`src/rtl/lfsr_fifo_sequencer.sv`:
```
// lfsr_fifo_sequencer: sequences LFSR-to-FIFO fills and timed FIFO drains.
// Fill requests one LFSR word at a time (single outstanding request) and stops
// on the programmed length or on FIFO full. Drain pops with a programmed gap
// until the FIFO reports empty. All outputs come straight from registers.
module lfsr_fifo_sequencer #(
  parameter int COUNT_W = 5,
  parameter int GAP_W   = 24
) (
  input  logic               clk,
  input  logic               reset_n,
  input  logic               start_fill,
  input  logic               start_drain,
  input  logic               abort,
  input  logic               auto_drain,
  input  logic [COUNT_W-1:0] fill_len,
  input  logic [GAP_W-1:0]   gap_len,
  input  logic               lfsr_valid,
  input  logic               fifo_full,
  input  logic               fifo_empty,
  output logic               lfsr_enable,
  output logic               fifo_pop,
  output logic               busy,
  output logic               done,
  output logic [COUNT_W-1:0] fill_cnt
);

  typedef enum logic [2:0] {
    S_IDLE      = 3'd0,
    S_FILL_REQ  = 3'd1,
    S_FILL_WAIT = 3'd2,
    S_DRAIN_POP = 3'd3,
    S_DRAIN_GAP = 3'd4
  } state_t;

  state_t             r_state;
  state_t             w_state_nxt;
  logic [COUNT_W-1:0] r_len;
  logic [COUNT_W-1:0] r_fill_cnt;
  logic [GAP_W-1:0]   r_gap_len;
  logic [GAP_W-1:0]   r_gap_cnt;
  logic               r_lfsr_enable;
  logic               r_fifo_pop;
  logic               r_busy;
  logic               r_done;
  logic               w_fill_done;
  logic               w_enable_nxt;
  logic               w_pop_nxt;
  logic               w_busy_nxt;
  logic               w_done_nxt;

  // Fill ends when the requested count is reached or the FIFO cannot take more.
  assign w_fill_done = (r_fill_cnt == r_len) || fifo_full;

  // State register.
  always_ff @(posedge clk or negedge reset_n) begin
    if (!reset_n) r_state <= S_IDLE;
    else          r_state <= w_state_nxt;
  end

  // Next-state logic; abort overrides every transition.
  always_comb begin
    w_state_nxt = r_state;
    if (abort) begin
      w_state_nxt = S_IDLE;
    end else begin
      case (r_state)
        S_IDLE: begin
          if (start_fill)       w_state_nxt = S_FILL_REQ;
          else if (start_drain) w_state_nxt = S_DRAIN_POP;
        end
        S_FILL_REQ: begin
          if (w_fill_done) w_state_nxt = auto_drain ? S_DRAIN_POP : S_IDLE;
          else             w_state_nxt = S_FILL_WAIT;
        end
        S_FILL_WAIT: begin
          if (lfsr_valid) w_state_nxt = S_FILL_REQ;
        end
        S_DRAIN_POP: begin
          w_state_nxt = fifo_empty ? S_IDLE : S_DRAIN_GAP;
        end
        S_DRAIN_GAP: begin
          if (r_gap_cnt == '0) w_state_nxt = S_DRAIN_POP;
        end
        default: w_state_nxt = S_IDLE;
      endcase
    end
  end

  // Output decode: next values of the registered strobes and status flags.
  always_comb begin
    w_enable_nxt = 1'b0;
    w_pop_nxt    = 1'b0;
    w_done_nxt   = 1'b0;
    w_busy_nxt   = (w_state_nxt != S_IDLE);
    if (!abort) begin
      case (r_state)
        S_FILL_REQ: begin
          w_enable_nxt = !w_fill_done;
          w_done_nxt   = w_fill_done && !auto_drain;
        end
        S_DRAIN_POP: begin
          w_pop_nxt  = !fifo_empty;
          w_done_nxt = fifo_empty;
        end
        default: ;
      endcase
    end
  end

  // Output registers.
  always_ff @(posedge clk or negedge reset_n) begin
    if (!reset_n) begin
      r_lfsr_enable <= 1'b0;
      r_fifo_pop    <= 1'b0;
      r_busy        <= 1'b0;
      r_done        <= 1'b0;
    end else begin
      r_lfsr_enable <= w_enable_nxt;
      r_fifo_pop    <= w_pop_nxt;
      r_busy        <= w_busy_nxt;
      r_done        <= w_done_nxt;
    end
  end

  // Config latches, fill counter (saturating, held on abort) and gap counter.
  always_ff @(posedge clk or negedge reset_n) begin
    if (!reset_n) begin
      r_len      <= '0;
      r_fill_cnt <= '0;
      r_gap_len  <= '0;
      r_gap_cnt  <= '0;
    end else if (!abort) begin
      case (r_state)
        S_IDLE: begin
          if (start_fill) begin
            r_len      <= fill_len;
            r_fill_cnt <= '0;
          end else if (start_drain) begin
            r_gap_len  <= gap_len;
          end
        end
        S_FILL_REQ: begin
          if (w_fill_done && auto_drain) r_gap_len <= gap_len;
        end
        S_FILL_WAIT: begin
          if (lfsr_valid && (r_fill_cnt != r_len))
            r_fill_cnt <= r_fill_cnt + COUNT_W'(1);
        end
        S_DRAIN_POP: begin
          if (!fifo_empty) r_gap_cnt <= r_gap_len;
        end
        S_DRAIN_GAP: begin
          if (r_gap_cnt != '0) r_gap_cnt <= r_gap_cnt - GAP_W'(1);
        end
        default: ;
      endcase
    end
  end

  assign lfsr_enable = r_lfsr_enable;
  assign fifo_pop    = r_fifo_pop;
  assign busy        = r_busy;
  assign done        = r_done;
  assign fill_cnt    = r_fill_cnt;

endmodule

```
`config.mk`:
```
export PLATFORM = sky130hd
export DESIGN_NAME = lfsr_fifo_sequencer
export DESIGN_NICKNAME = d
export VERILOG_FILES = /design/src/rtl/lfsr_fifo_sequencer.sv
export SDC_FILE = /design/constraint.sdc
export NUM_CORES = 1
export LEC_CHECK = 0
export ABC_AREA = 0
export CAP_MARGIN = 20
export CORE_MARGIN = 8
export CORE_UTILIZATION = 30
export CTS_BUF_LIST = sky130_fd_sc_hd__clkbuf_16
export DETAILED_ROUTE_END_ITERATION = 10
export PLACE_DENSITY_LB_ADDON = 0.3
export SYNTH_ARGS = -nofsm -noshare
export SYNTH_HDL_FRONTEND = slang
export SYNTH_SLANG_ARGS = --single-unit
```
`constraint.sdc`:
```
create_clock -name clk -period 3.6 [get_ports clk]
set_input_delay 0.72 -clock clk [delete_from_list [all_inputs] [get_ports clk]]
set_output_delay 0.72 -clock clk [all_outputs]
set_load 0.02 [all_outputs]
```
==> out/metrics.csv <==
stage;metric;value;unit
outcome;status;finished clean;
yosys;synth-edff-count;0;
timing;drv_slew;0;
yosys;yosys.area.top_type;dfrtp_1;
timing;min_period;3.01;ns
timing;relSlewSlack;51.6;%
clock_network;cts_tree;built;
grt;grt_pass1_vias;2917;
layout;drive_gt1_share;14.1;%
routing;via_per_inst;5.30;
yosys;yosysWarnings;0;
clock_network;post-cts-setup-buffer-count;0;
placed_design;dpl_cell_area;4080;um2
clock_network;cts_buffers;9;
routing;post_drt_wl_per_cell;16.3;um
timing;rsz0062_at_grt;false;
critical_path;endpoint_kind;register;
layout;layout_common_cells;dfrtp_1, clkdlybuf4s50_1, nand2_1, a21oi_1, mux2_2;
placed_design;io_buffer_count;46;
yosys;yosysSeqAreaShare;47.0;%
layout;final_nets;440;
layout;n_antenna_cell;0;
timing;setup_ws;0.585;ns
clock_network;clock_sinks;65;
floorplan;start_util;30.6;%
clock_network;htree_levels;3;
timing;fin_skew;0.00658;ns
layout;area_growth;26.0;%
floorplan;die_h;123;um
clock_network;postCtsHoldBufs;0;
floorplan;die_width;123;um
routing;vias;2898;
pwr;ir_drop;300;uV
grt;antenna_found_initial;0;
floorplan;row_count;39;
routing;final_antenna_net_count;0;
yosys;async_reset_ff_share;100;%
min_path;hold_path.class;primary input to async pin;
yosys;synth_ff_type;dfrtp_1;
layout;design_area;4360;um2
timing;holdWs;0.443;ns
timing;setup_viol;0;
timing;worst_pin_slew;0.719;ns
clock_network;cts_buffer_depth;2;
clock_network;cts-root-buf;clkbuf_16;
critical_path;r2r-start;r_gap_cnt[4];
placed_design;dp_hpwl;6190;um
grt;grt_start_max_net_pins;31;
yosys;synthTopCellsByArea;dfrtp_1, mux2_2, nand2_1, a21oi_1, o21ai_0;
critical_path;crit_arrival;3.23;ns
yosys;yosys.area.top_type_share;47.0;%
clock_network;insertion_delay;0.33;ns
pwr;powerDensity;634;nW/um2
layout;final_common_cell;dfrtp_1;
yosys;yosysUniqueCellTypes;55;
critical_path;worstPathRequired;3.81;ns
timing;period_share;83.7;%
yosys;syn_area;3460;um2
placed_design;pre_cts_ws;0.586;ns
timing;fmax;332;MHz
clock_network;cts_resized;0;
routing;drt_iter0_drc;209;
placed_design;gp_congestion;0.816;
layout;fill_cells;1143;
floorplan;ioPinCount;47;
routing;finalWirelength;8920;um
critical_path;startpoint_type;register;
pwr;leakagePower;1.83;nW
critical_path;r2r_slack;0.59;ns
floorplan;core-area;11300;um2
grt;grt_pass1_wl;14500;um
routing;firstDrtPassIters;4;
yosys;ys_ff_latch;65;
floorplan;die_area;15200;um2
grt;grt_usage;12.2;%
timing;final.setup.tns;0;ns
yosys;synthCells;354;
yosys;synthesis.nets;395;
critical_path;reg2reg_depth;5;
critical_path;r2r_end;r_gap_cnt[1];
grt;gr-total-overflow;0;
yosys;avgSynthCellArea;9.78;um2
flow_run;cap_violations;0;
routing;drc;0;
critical_path;critPathMaxFanout;18;
critical_path;crit_type;register to register;
clock_network;cts.clk_slew.worst_paths;0.06;ns
timing;hold_violations;0;
==> synthesized netlist by cell type, types with 2 or more instances <==
library cell / count
o21ai_0: 20
or3b_2: 2
nor4b_1: 2
o31a_1: 3
ha_1: 3
nor3_1: 13
nor3b_1: 2
or4_1: 7
nor4_1: 14
o211ai_1: 4
and3_1: 3
nor2_1: 17
o311ai_0: 2
a21oi_1: 24
nand3_1: 3
mux2i_1: 4
and2_1: 2
nand2b_1: 4
nand2_1: 35
mux2_2: 24
inv_1: 13
a21o_1: 2
a31oi_1: 2
xor2_1: 5
nand4_1: 2
or3_1: 6
or2_2: 3
dfrtp_1: 65
buf_2: 2
clkbuf_1: 18
o21ai_1: 4
o22ai_1: 6
o2bb2ai_1: 3
o221ai_1: 7
a22oi_1: 8
==> sequential cells by signal, summed over array words and instances (netlist names) <==
register,count
fill_cnt,5
r_state,3
r_gap_len,24
lfsr_enable,1
fifo_pop,1
r_len,5
r_gap_cnt,24
busy,1
done,1
==> cell type report <==
type	count	area (um2)	area share (%)
clock buffer	9	225	5.16
tap	143	179	4.10
multi-input combinational	253	1690	38.7
timing repair buffer	56	531	12.2
inverter	14	52.6	1.20
sequential	65	1630	37.3
clock inverter	7	61.3	1.41
==> worst max-delay path by stage <==
stage,startpoint,slack (ns),endpoint,cells past startpoint
after floorplan,r_gap_cnt[6],1.04,r_gap_cnt[1],6
after global placement,r_gap_cnt[4],0.64,r_gap_cnt[1],5
after detailed placement,r_gap_cnt[6],0.59,r_gap_cnt[1],5
after CTS,r_gap_cnt[6],0.57,r_gap_cnt[1],5
after global routing,r_gap_cnt[4],0.44,r_gap_cnt[1],5
final,r_gap_cnt[4],0.59,r_gap_cnt[1],5
==> worst max-delay path, stage by stage, from the launching register on <==
cell,delay [ns]
dfrtp_1,0.44
or4_1,0.66
or4_1,0.57
o31a_1,0.35
a21oi_4,0.50
mux2_1,0.37
==> metrics by stage <==
stage	util (%)	std cells	total power, mW
2_1_floorplan	-	354	1.70
3_3_place_gp	36.0	531	1.91
3_5_place_dp	36.0	531	1.93
4_1_cts	38.5	547	2.79
5_1_grt	38.5	547	2.94
6_report	38.5	547	2.77
==> power by group <==
| group | internal [mW] | switching, mW |
|---|---|---|
| registers | 0.985 | 0.203 |
| clock network | 0.528 | 0.322 |
| logic | 0.366 | 0.363 |
| total | 1.88 | 0.888 |
==> metal layers <==
metal  wire (um)  GRT usage [%]
met5           0              0
met4         107           4.51
met2        4120           19.3
met3         534           3.61
met1        4150           15.3
==> cells by family (layout without fill, tap and decap cells) <==
group | Yosys count | count (layout) | synth area share [%]
AO/OA/AOI/OAI | 95 | 95 | 18.0
XOR/XNOR | 6 | 6 | 1.52
adder cells (fa/ha/maj) | 3 | 3 | 1.08
buffers and inverters | 36 | 86 | 4.30
flip-flops | 65 | 65 | 47.0
multiplexers | 29 | 29 | 9.29
AND/OR/NAND/NOR | 120 | 120 | 18.8
(Power assumes the default switching activity.)
